<file path="config.mk">
export PLATFORM = sky130hd
export DESIGN_NAME = light_sequencer
export DESIGN_NICKNAME = d
export VERILOG_FILES = /design/src/rtl/light_sequencer.sv
export SDC_FILE = /design/constraint.sdc
export NUM_CORES = 1
export LEC_CHECK = 0
export ABC_AREA = 1
export CAP_MARGIN = 25
export CORE_ASPECT_RATIO = 1.2
export CORE_MARGIN = 3
export CORE_UTILIZATION = 59
export CTS_CLUSTER_DIAMETER = 40
export DETAILED_ROUTE_END_ITERATION = 7
export GPL_ROUTABILITY_DRIVEN = 0
export PLACE_DENSITY = 0.8
export RECOVER_POWER = 25
export SYNTH_ARGS = -nofsm -noshare
export SYNTH_HDL_FRONTEND = slang
export SYNTH_SLANG_ARGS = --single-unit
</file>
<file path="constraint.sdc">
create_clock -name clk -period 3.2 [get_ports clk]
set_input_delay 0.48 -clock clk [delete_from_list [all_inputs] [get_ports clk]]
set_output_delay 0.48 -clock clk [all_outputs]
set_load 0.03 [all_outputs]
</file>
<file path="src/rtl/light_sequencer.sv">
// Key-code sequencer: queues keys and flashes each one on outSel
// for HOLD_CYCLES, then blanks for GAP_CYCLES before the next.
module light_sequencer #(
    parameter int HOLD_CYCLES = 5000000,
    parameter int GAP_CYCLES  = 500000,
    parameter int FIFO_DEPTH  = 4,
    parameter int CNT_W       = 24
) (
    input  logic                        clk,
    input  logic                        rstb,
    input  logic [7:0]                  inKey,
    input  logic                        inValid,
    output logic                        outReady,
    input  logic                        inFlush,
    output logic [7:0]                  outSel,
    output logic                        outBusy,
    output logic [$clog2(FIFO_DEPTH):0] outCount,
    output logic                        outInvalid
);

    localparam int AW = $clog2(FIFO_DEPTH);
    localparam logic [AW:0] FULL_CNT = (AW+1)'(FIFO_DEPTH);
    localparam logic [CNT_W-1:0] HOLD_LOAD = CNT_W'(HOLD_CYCLES - 1);
    localparam logic [CNT_W-1:0] GAP_LOAD = CNT_W'(GAP_CYCLES - 1);

    typedef enum logic [1:0] {
        IDLE,
        HOLD,
        GAP
    } stateType;

    stateType         state;
    logic [CNT_W-1:0] timer;
    logic [7:0]       mem [FIFO_DEPTH];
    logic [AW-1:0]    wrPtr;
    logic [AW-1:0]    rdPtr;

    logic             isMapped;
    logic             accept;
    logic             push;
    logic             pop;
    logic             timerDone;
    logic [AW:0]      countNext;
    logic             idleNext;

    // Recognise the twelve keys that have a colour assigned.
    always_comb begin
        isMapped = 1'b0;
        case (inKey)
            8'h7A, 8'h73, 8'h78, 8'h64,
            8'h63, 8'h76, 8'h67, 8'h62,
            8'h68, 8'h6E, 8'h6A, 8'h6D: isMapped = 1'b1;
            default: isMapped = 1'b0;
        endcase
    end

    // A pop never frees a slot for the same cycle's push.
    assign outReady  = (outCount != FULL_CNT) && !inFlush;
    assign accept    = inValid && outReady;
    assign push      = accept && isMapped;
    assign timerDone = (timer == '0);

    // Pop whenever the display is free: idle, or end of a gap.
    assign pop = !inFlush && (outCount != '0) &&
                 ((state == IDLE) || ((state == GAP) && timerDone));

    // Next occupancy and whether the FSM lands in IDLE; feeds outBusy.
    always_comb begin
        countNext = outCount;
        idleNext  = 1'b0;
        if (inFlush) begin
            countNext = '0;
            idleNext  = 1'b1;
        end else begin
            unique case ({push, pop})
                2'b10:   countNext = outCount + (AW+1)'(1);
                2'b01:   countNext = outCount - (AW+1)'(1);
                default: countNext = outCount;
            endcase
            if ((state == IDLE) && !pop)
                idleNext = 1'b1;
            if ((state == GAP) && timerDone && !pop)
                idleNext = 1'b1;
        end
    end

    // Key storage; contents need no reset since occupancy gates reads.
    always_ff @(posedge clk) begin
        if (push)
            mem[wrPtr] <= inKey;
    end

    // Queue pointers and occupancy; pointers wrap at FIFO_DEPTH.
    always_ff @(posedge clk or negedge rstb) begin
        if (!rstb) begin
            wrPtr    <= '0;
            rdPtr    <= '0;
            outCount <= '0;
        end else if (inFlush) begin
            wrPtr    <= '0;
            rdPtr    <= '0;
            outCount <= '0;
        end else begin
            if (push)
                wrPtr <= wrPtr + AW'(1);
            if (pop)
                rdPtr <= rdPtr + AW'(1);
            outCount <= countNext;
        end
    end

    // Display FSM: IDLE -> HOLD (key shown) -> GAP (blank) -> ...
    always_ff @(posedge clk or negedge rstb) begin
        if (!rstb) begin
            state  <= IDLE;
            timer  <= '0;
            outSel <= 8'h00;
        end else if (inFlush) begin
            state  <= IDLE;
            timer  <= '0;
            outSel <= 8'h00;
        end else begin
            unique case (state)
                IDLE: begin
                    if (pop) begin
                        outSel <= mem[rdPtr];
                        timer  <= HOLD_LOAD;
                        state  <= HOLD;
                    end else begin
                        outSel <= 8'h00;
                    end
                end
                HOLD: begin
                    if (timerDone) begin
                        outSel <= 8'h00;
                        timer  <= GAP_LOAD;
                        state  <= GAP;
                    end else begin
                        timer <= timer - CNT_W'(1);
                    end
                end
                GAP: begin
                    if (timerDone) begin
                        if (pop) begin
                            outSel <= mem[rdPtr];
                            timer  <= HOLD_LOAD;
                            state  <= HOLD;
                        end else begin
                            state <= IDLE;
                        end
                    end else begin
                        timer <= timer - CNT_W'(1);
                    end
                end
                default: begin
                    state  <= IDLE;
                    timer  <= '0;
                    outSel <= 8'h00;
                end
            endcase
        end
    end

    // Registered status flags, derived from next-cycle state and count.
    always_ff @(posedge clk or negedge rstb) begin
        if (!rstb) begin
            outBusy    <= 1'b0;
            outInvalid <= 1'b0;
        end else if (inFlush) begin
            outBusy    <= 1'b0;
            outInvalid <= 1'b0;
        end else begin
            outBusy    <= !idleNext || (countNext != '0);
            outInvalid <= accept && !isMapped;
        end
    end

endmodule

</file>
==> After elaboration in Yosys (flattened, before gate mapping) <==
Memory sizes are Yosys's and may differ from the RTL's.
Index checks and enable logic that the tools add are counted.
Widths: inputs -> output; s select.
{ "totals": {"mem_count": 1, "regBits": 43, "out_inout_bits": 14, "mem_bits_rw": 32} }
{ "op_classes": {"muxes": 32, "n_reduce_logical": 24, "eq_ne": 21, "addsub": 5} }
{ "memory_table": {"columns": ["name", "depth", "word_bits", "read_ports", "rd_ports_with_merged_regs", "wr", "line", "rtl"], "rows": [
  ["mem", 4, 8, 1, 0, 1, "34", "logic [7:0] mem [FIFO_DEPTH];"]
]} }
{ "op_table": {"columns": ["op", "count"], "rows": [
  ["$eq 8x7->1 const B", 12],
  ["$mux 24", 4],
  ["$pmux 24 s3", 1],
  ["$mux 8", 5],
  ["$logic_not 24->1", 1],
  ["$pmux 8 s3", 1],
  ["$sub 24x1->24 const B", 1],
  ["$mux 2", 8],
  ["$ne 3x3->1 const B", 5],
  ["$reduce_or 12->1", 1],
  ["$logic_and 1x1->1", 9],
  ["$mux 1", 9],
  ["$mux 3", 2],
  ["$pmux 2 s3", 1],
  ["$pmux 3 s2", 1],
  ["$reduce_and 3->1", 2],
  ["$reduce_bool 3->1", 2],
  ["$add 2x1->2 const B", 2],
  ["$eq 2x1->1 const B", 2],
  ["$eq 2x2->1 const B", 2],
  ["$logic_not 1->1", 4],
  ["$reduce_bool 2->1", 2],
  ["$add 3x1->3 const B", 1],
  ["$sub 3x1->3 const B", 1],
  ["other kinds (2)", 3]
]} }

==> Longest topological paths before layout <==
{ "depth": {"word_depth": 12, "ltp_mapped": 18} }

==> Worst setup path before layout <==
OpenSTA, ideal clock, no wires.
{ "synth_path": {"kind": "input-to-reg", "startpoint": "input port inFlush", "endpoint": "register outBusy", "setup_time_ns": 0.133, "stages": 9, "path_buffers": 1, "arrival_time_ns": 2.681, "slack_ns": 0.386, "required_time_ns": 3.067, "path_cell_list": "clkbuf_1 > a21oi_1 > nand4_1 > ha_1 > fa_1 > nor2_1 > nor3_1 > nor3_1 > nor2_1"} }
{ "synth_between": {"elab_cells_between_ends": 20, "classes_between": "2 x eq/ne; 6 x mux; 12 x reduce/logical"} }
{ "synth_lines": {"columns": ["item", "line", "rtl"], "rows": [
  ["start: declaration", "14", "input logic inFlush,"],
  ["$logic_not 1->1 *", "58", "assign outReady = (outCount != FULL_CNT) && !inFlush;"],
  ["$logic_and 1x1->1 *", "58", null],
  ["net outReady", "13", "output logic outReady,"],
  ["$logic_and 1x1->1 *", "59", "assign accept = inValid && outReady;"],
  ["$logic_and 1x1->1 *", "60", "assign push = accept && isMapped;"],
  ["$eq 2x1->1 / $eq 2x2->1 (equally long branches)", "75", "unique case ({push, pop})"],
  ["$pmux 3 s2 *", "75", null],
  ["$mux 3 *", "71", "if (inFlush) begin"],
  ["$reduce_bool 3->1 *", "173", "outBusy <= !idleNext || (countNext != '0);"],
  ["$logic_or 1x1->1 *", "173", null],
  ["$mux 1 *", "169", "end else if (inFlush) begin"],
  ["end signal: assignment", "173", null],
  ["end: declaration", "16", "output logic outBusy,"]
]} }
The timed path passes the listed nets; every way through them passes the cells marked *.
A chain may end at the register's enable or synchronous reset.

==> Final worst setup path <==
{ "layout_path": {"startpoint": "register timer[0]", "endpoint": "register outBusy"} }
{ "layout_between": {"elab_chain_cells": 12, "elab_cells_between_ends": 18, "classes_between": "2 x eq/ne; 6 x mux; 10 x reduce/logical"} }
{ "layout_lines": {"columns": ["item", "line", "rtl"], "rows": [
  ["start: declaration", "33", "logic [CNT_W-1:0] timer;"],
  ["start signal: assignment", "139", "timer <= timer - CNT_W'(1);"],
  ["start signal: assignment", "152", "timer <= timer - CNT_W'(1);"],
  ["$logic_not 24->1 *", "61", "assign timerDone = (timer == '0);"],
  ["$logic_and 1x1->1 *", "65, 82", null],
  ["parallel branches: the longest is 8 deep, another holds $pmux 3 s2", null, null],
  ["$logic_or 1x1->1 *", "173", null],
  ["$mux 1 *", "169", null]
]} }
Mark *: on every way between the ends.

==> results by group <==
GRT
  – Initial antenna violation count: 0
  – Vias in the first global route: 3012
  – First-pass GRT wire length: 13900 um
  – GRT Resource Usage Total: 23.79%
  – Largest net degree at the start of global routing: 44
  – Overflow after GRT: 0

Finish
  – Sequential Area: 2037 sq um
  – Most frequent cells in the layout: nand2_1, nor2_1, inv_1, dfrtp_1, edfxtp_1
  – Diode count: 0
  – Commonest non-fill, non-tap cell in the layout: nand2_1
  – Layout area overhead: 14.05%
  – Final net count: 510
  – Footprint of the multi-input gates: 1667 sq um
  – Share of post-route cells with drive strength above 1: 10.91%
  – Fill cells: 492
  – Finished Layout Cells: 577

Die
  – Starting Density: 63.03%
  – Die Y: 95.48 um
  – Core ar.: 6245 sq um
  – Row count: 31
  – Die Span X: 80.57 um
  – IO Pins: 26
  – Die area: 7692 sq um

Route
  – Highest routed metal layer: met4
  – Initial detailed-routing violation count: 139
  – DR pass1 iterations: 4
  – DRC Markers: 0
  – DR vias: 3120
  – Routed length per instance: 14.65 um
  – Met3 WL: 275 um
  – Routed met2 length: 4606 um
  – Vias per cell: 5.407
  – Wire length on met1: 3471 um
  – Final wirelength: 8453 um
  – Post-route ant nets: 0

Worst setup path
  – Top Family by Delay on Critical Path: simple AND/OR/NAND/NOR gates
  – CP peak stage delay: 450 ps
  – Data arrival, critical path: 3140 ps
  – WP data required: 3430 ps
  – Worst Path Max Fanout: 11
  – Worst path bufs/invs: 3
  – Reg2reg setup slack: 300 ps
  – CP endpoint kind: register
  – CP Cell Sequence: inv_1, ha_1, inv_1, nor2_1, nand2_1, nor2_2, nand3_4, nand2_4, nand3_4, inv_4, ha_1, fa_1, nor2_1, nor3_1, nor3_1, nor2_1
  – Critical path's most frequent cell: nor2_1
  – Crit Path Category: register to register
  – Critical Path Start Type: register
  – CP max-delay cell: fa_1

Timing
  – Tcrit/Tclk final: 90.65%
  – Worst Max-Slew Pin Slew: 1884 ps
  – RSZ-0062 raised after global routing: no
  – Rel. slew slack: -25.59%
  – Final hold viol count: 0
  – Layout Skew: 7.590 ps
  – Final worst path period need: 2901 ps
  – Slew Limit Fails: 41
  – Final TNS setup: 0 ps
  – # setup viols final: 0
  – F_max: 344.7 MHz

Synthesis
  – Register area share after synthesis: 51.75%
  – Cell type with the highest aggregate area in the netlist: dfrtp_1
  – Avg Cell Area, Syn: 8.670 sq um
  – Synthesized cell area: 3936 sq um
  – Top cell type's share of synthesized area: 27.34%
  – Unique cell type count in the Yosys netlist: 35
  – Cells after Synth: 454
  – Post-Syn Nets: 474
  – Area contributors post-synth: dfrtp_1, edfxtp_1, nand2_1, nor2_1, inv_1
  – Seq cells post-synth: 75
  – Yosys Warn Count: 0

Power and ir drop
  – LEAKAGE: 2.049 nW
  – Peak supply drop: 0.5839 mV
  – Power per standard cell area: 1126 nW/um^2

CTS
  – H-tree levels: 3
  – CTS tree: done
  – CTS root buffer: clkbuf_8
  – Clock-pin transition on the worst setup and hold timing paths: 80 ps
  – Num CTS Buffers: 9
  – Worst-case clock buffer depth: 2
  – Post-CTS setup buffers: 0
  – Clock Sinks: 75
  – Worst skew pair latency: 350 ps

Placement
  – Post-detail-place hpwl: 5918 um
  – Placed Cells: 559
  – Port Buffer Count: 25

Status
  – Run status: finished, violations left
  – Failing checks: capacitance limit, slew limit

Job
  – MaxCap Viol Count: 1

Hold path
  – Hold WC Path Type: primary input to asynchronous set/reset pin
==> Yosys cell counts <==
cell,number
a21boi_0,1
a21oi_1,23
a21oi_2,1
a21oi_4,1
a31oi_1,2
and2_1,1
buf_6,2
clkbuf_1,6
dfrtp_1,43
edfxtp_1,32
fa_1,1
ha_1,7
inv_1,45
inv_2,5
nand2_1,90
nand2_2,7
nand2_4,1
nand3_1,20
nand3_4,2
nand4_1,4
nor2_1,68
nor2_2,8
nor2_4,3
nor3_1,11
nor3_2,1
nor4_1,1
o211ai_1,1
o21a_1,1
o21ai_0,31
o21ai_1,4
o21ai_2,1
o22ai_1,11
or2_2,2
xnor2_1,4
xor2_1,13
==> flip-flops by register name, indices dropped and copies added, names as in the netlist <==
name,flops
outCount,3
timer,24
outInvalid,1
wrPtr,2
rdPtr,2
state,2
outSel,8
outBusy,1
mem,32
==> logic make-up after synthesis <==
family | Yosys count | share of synthesized area, %
DFF | 75 | 51.75
and+or+nand+nor | 219 | 24.95
adders and majority gates | 8 | 2.734
buffers and inverters | 58 | 5.912
xor gates and xnor gates | 17 | 3.783
AOI/OAI and AO/OA | 77 | 10.87
==> per-stage QoR <==
step	cell area (sq um)	hold slack (ps)	total power, mW	setup slack [ps]	utilization, %
6_report	4489	473.6	5.056	299.3	71.89
5_1_grt	4489	493.0	5.498	32.48	71.89
4_1_cts	4468	310.1	5.049	238.1	71.55
3_5_place_dp	4284	464.8	4.352	7.922	68.60
3_3_place_gp	4284	456.3	4.282	195.1	68.60
2_1_floorplan	3936	184.4	3.803	385.6	-
==> metal layers <==
metal  up-vias  track usage, %
li1       1572               -
met1      1471           27.36
met2        70           43.78
met3         7           4.159
met4         0           8.873
met5         -               0
==> cell type report <==
class,count,share of cell area [%]
multi-input combinational,321,37.12
clock inverter,7,1.338
sequential,75,45.37
tap,82,2.285
clock buffer,9,2.759
inverter,50,4.236
timing repair buffer,33,6.884
==> path summary, 6_finish.rpt <==
path                                            start                     to  cells after the start
worst min register to register  outSel[4]$_DFFE_PN0P_  outSel[4]$_DFFE_PN0P_                      2
worst min-delay path                             rstb    timer[21]$_DFF_PN0_                      2
worst max-delay path               timer[0]$_DFF_PN0_      outBusy$_DFF_PN0_                     16
min in group clk                outSel[4]$_DFFE_PN0P_  outSel[4]$_DFFE_PN0P_                      2
worst max register to register     timer[0]$_DFF_PN0_      outBusy$_DFF_PN0_                     16
max in group asynchronous                        rstb     timer[7]$_DFF_PN0_                      3
==> worst register-to-register path, cell delays in order (launching register included) <==
cell and delay [ps]:
dfrtp_1 380, inv_1 140, ha_1 170, inv_1 60
nor2_1 90, nand2_1 70, nor2_2 130, nand3_4 170
nand2_4 120, nand3_4 140, inv_4 180, ha_1 240
fa_1 450, nor2_1 120, nor3_1 70, nor3_1 200
nor2_1 60
==> report_power, final <==
| group | internal (mW) | switching (mW) | leakage (nW) | total [mW] |
|---|---|---|---|---|
| Combinational | 1.07 | 1.91 | 1.09 | 2.98 |
| Clock | 0.293 | 0.387 | 0.0844 | 0.680 |
| Sequential | 1.17 | 0.222 | 0.878 | 1.39 |
| Total | 2.54 | 2.52 | 2.05 | 5.06 |
==> what timing repair did <==
item	4_1_cts	5_1_grt
hold buffers	0	1
endpoints found under the setup margin	0	1
hold endpoints to repair	0	3
gates resized for setup	0	1
Power figures use the tool's default switching activity.
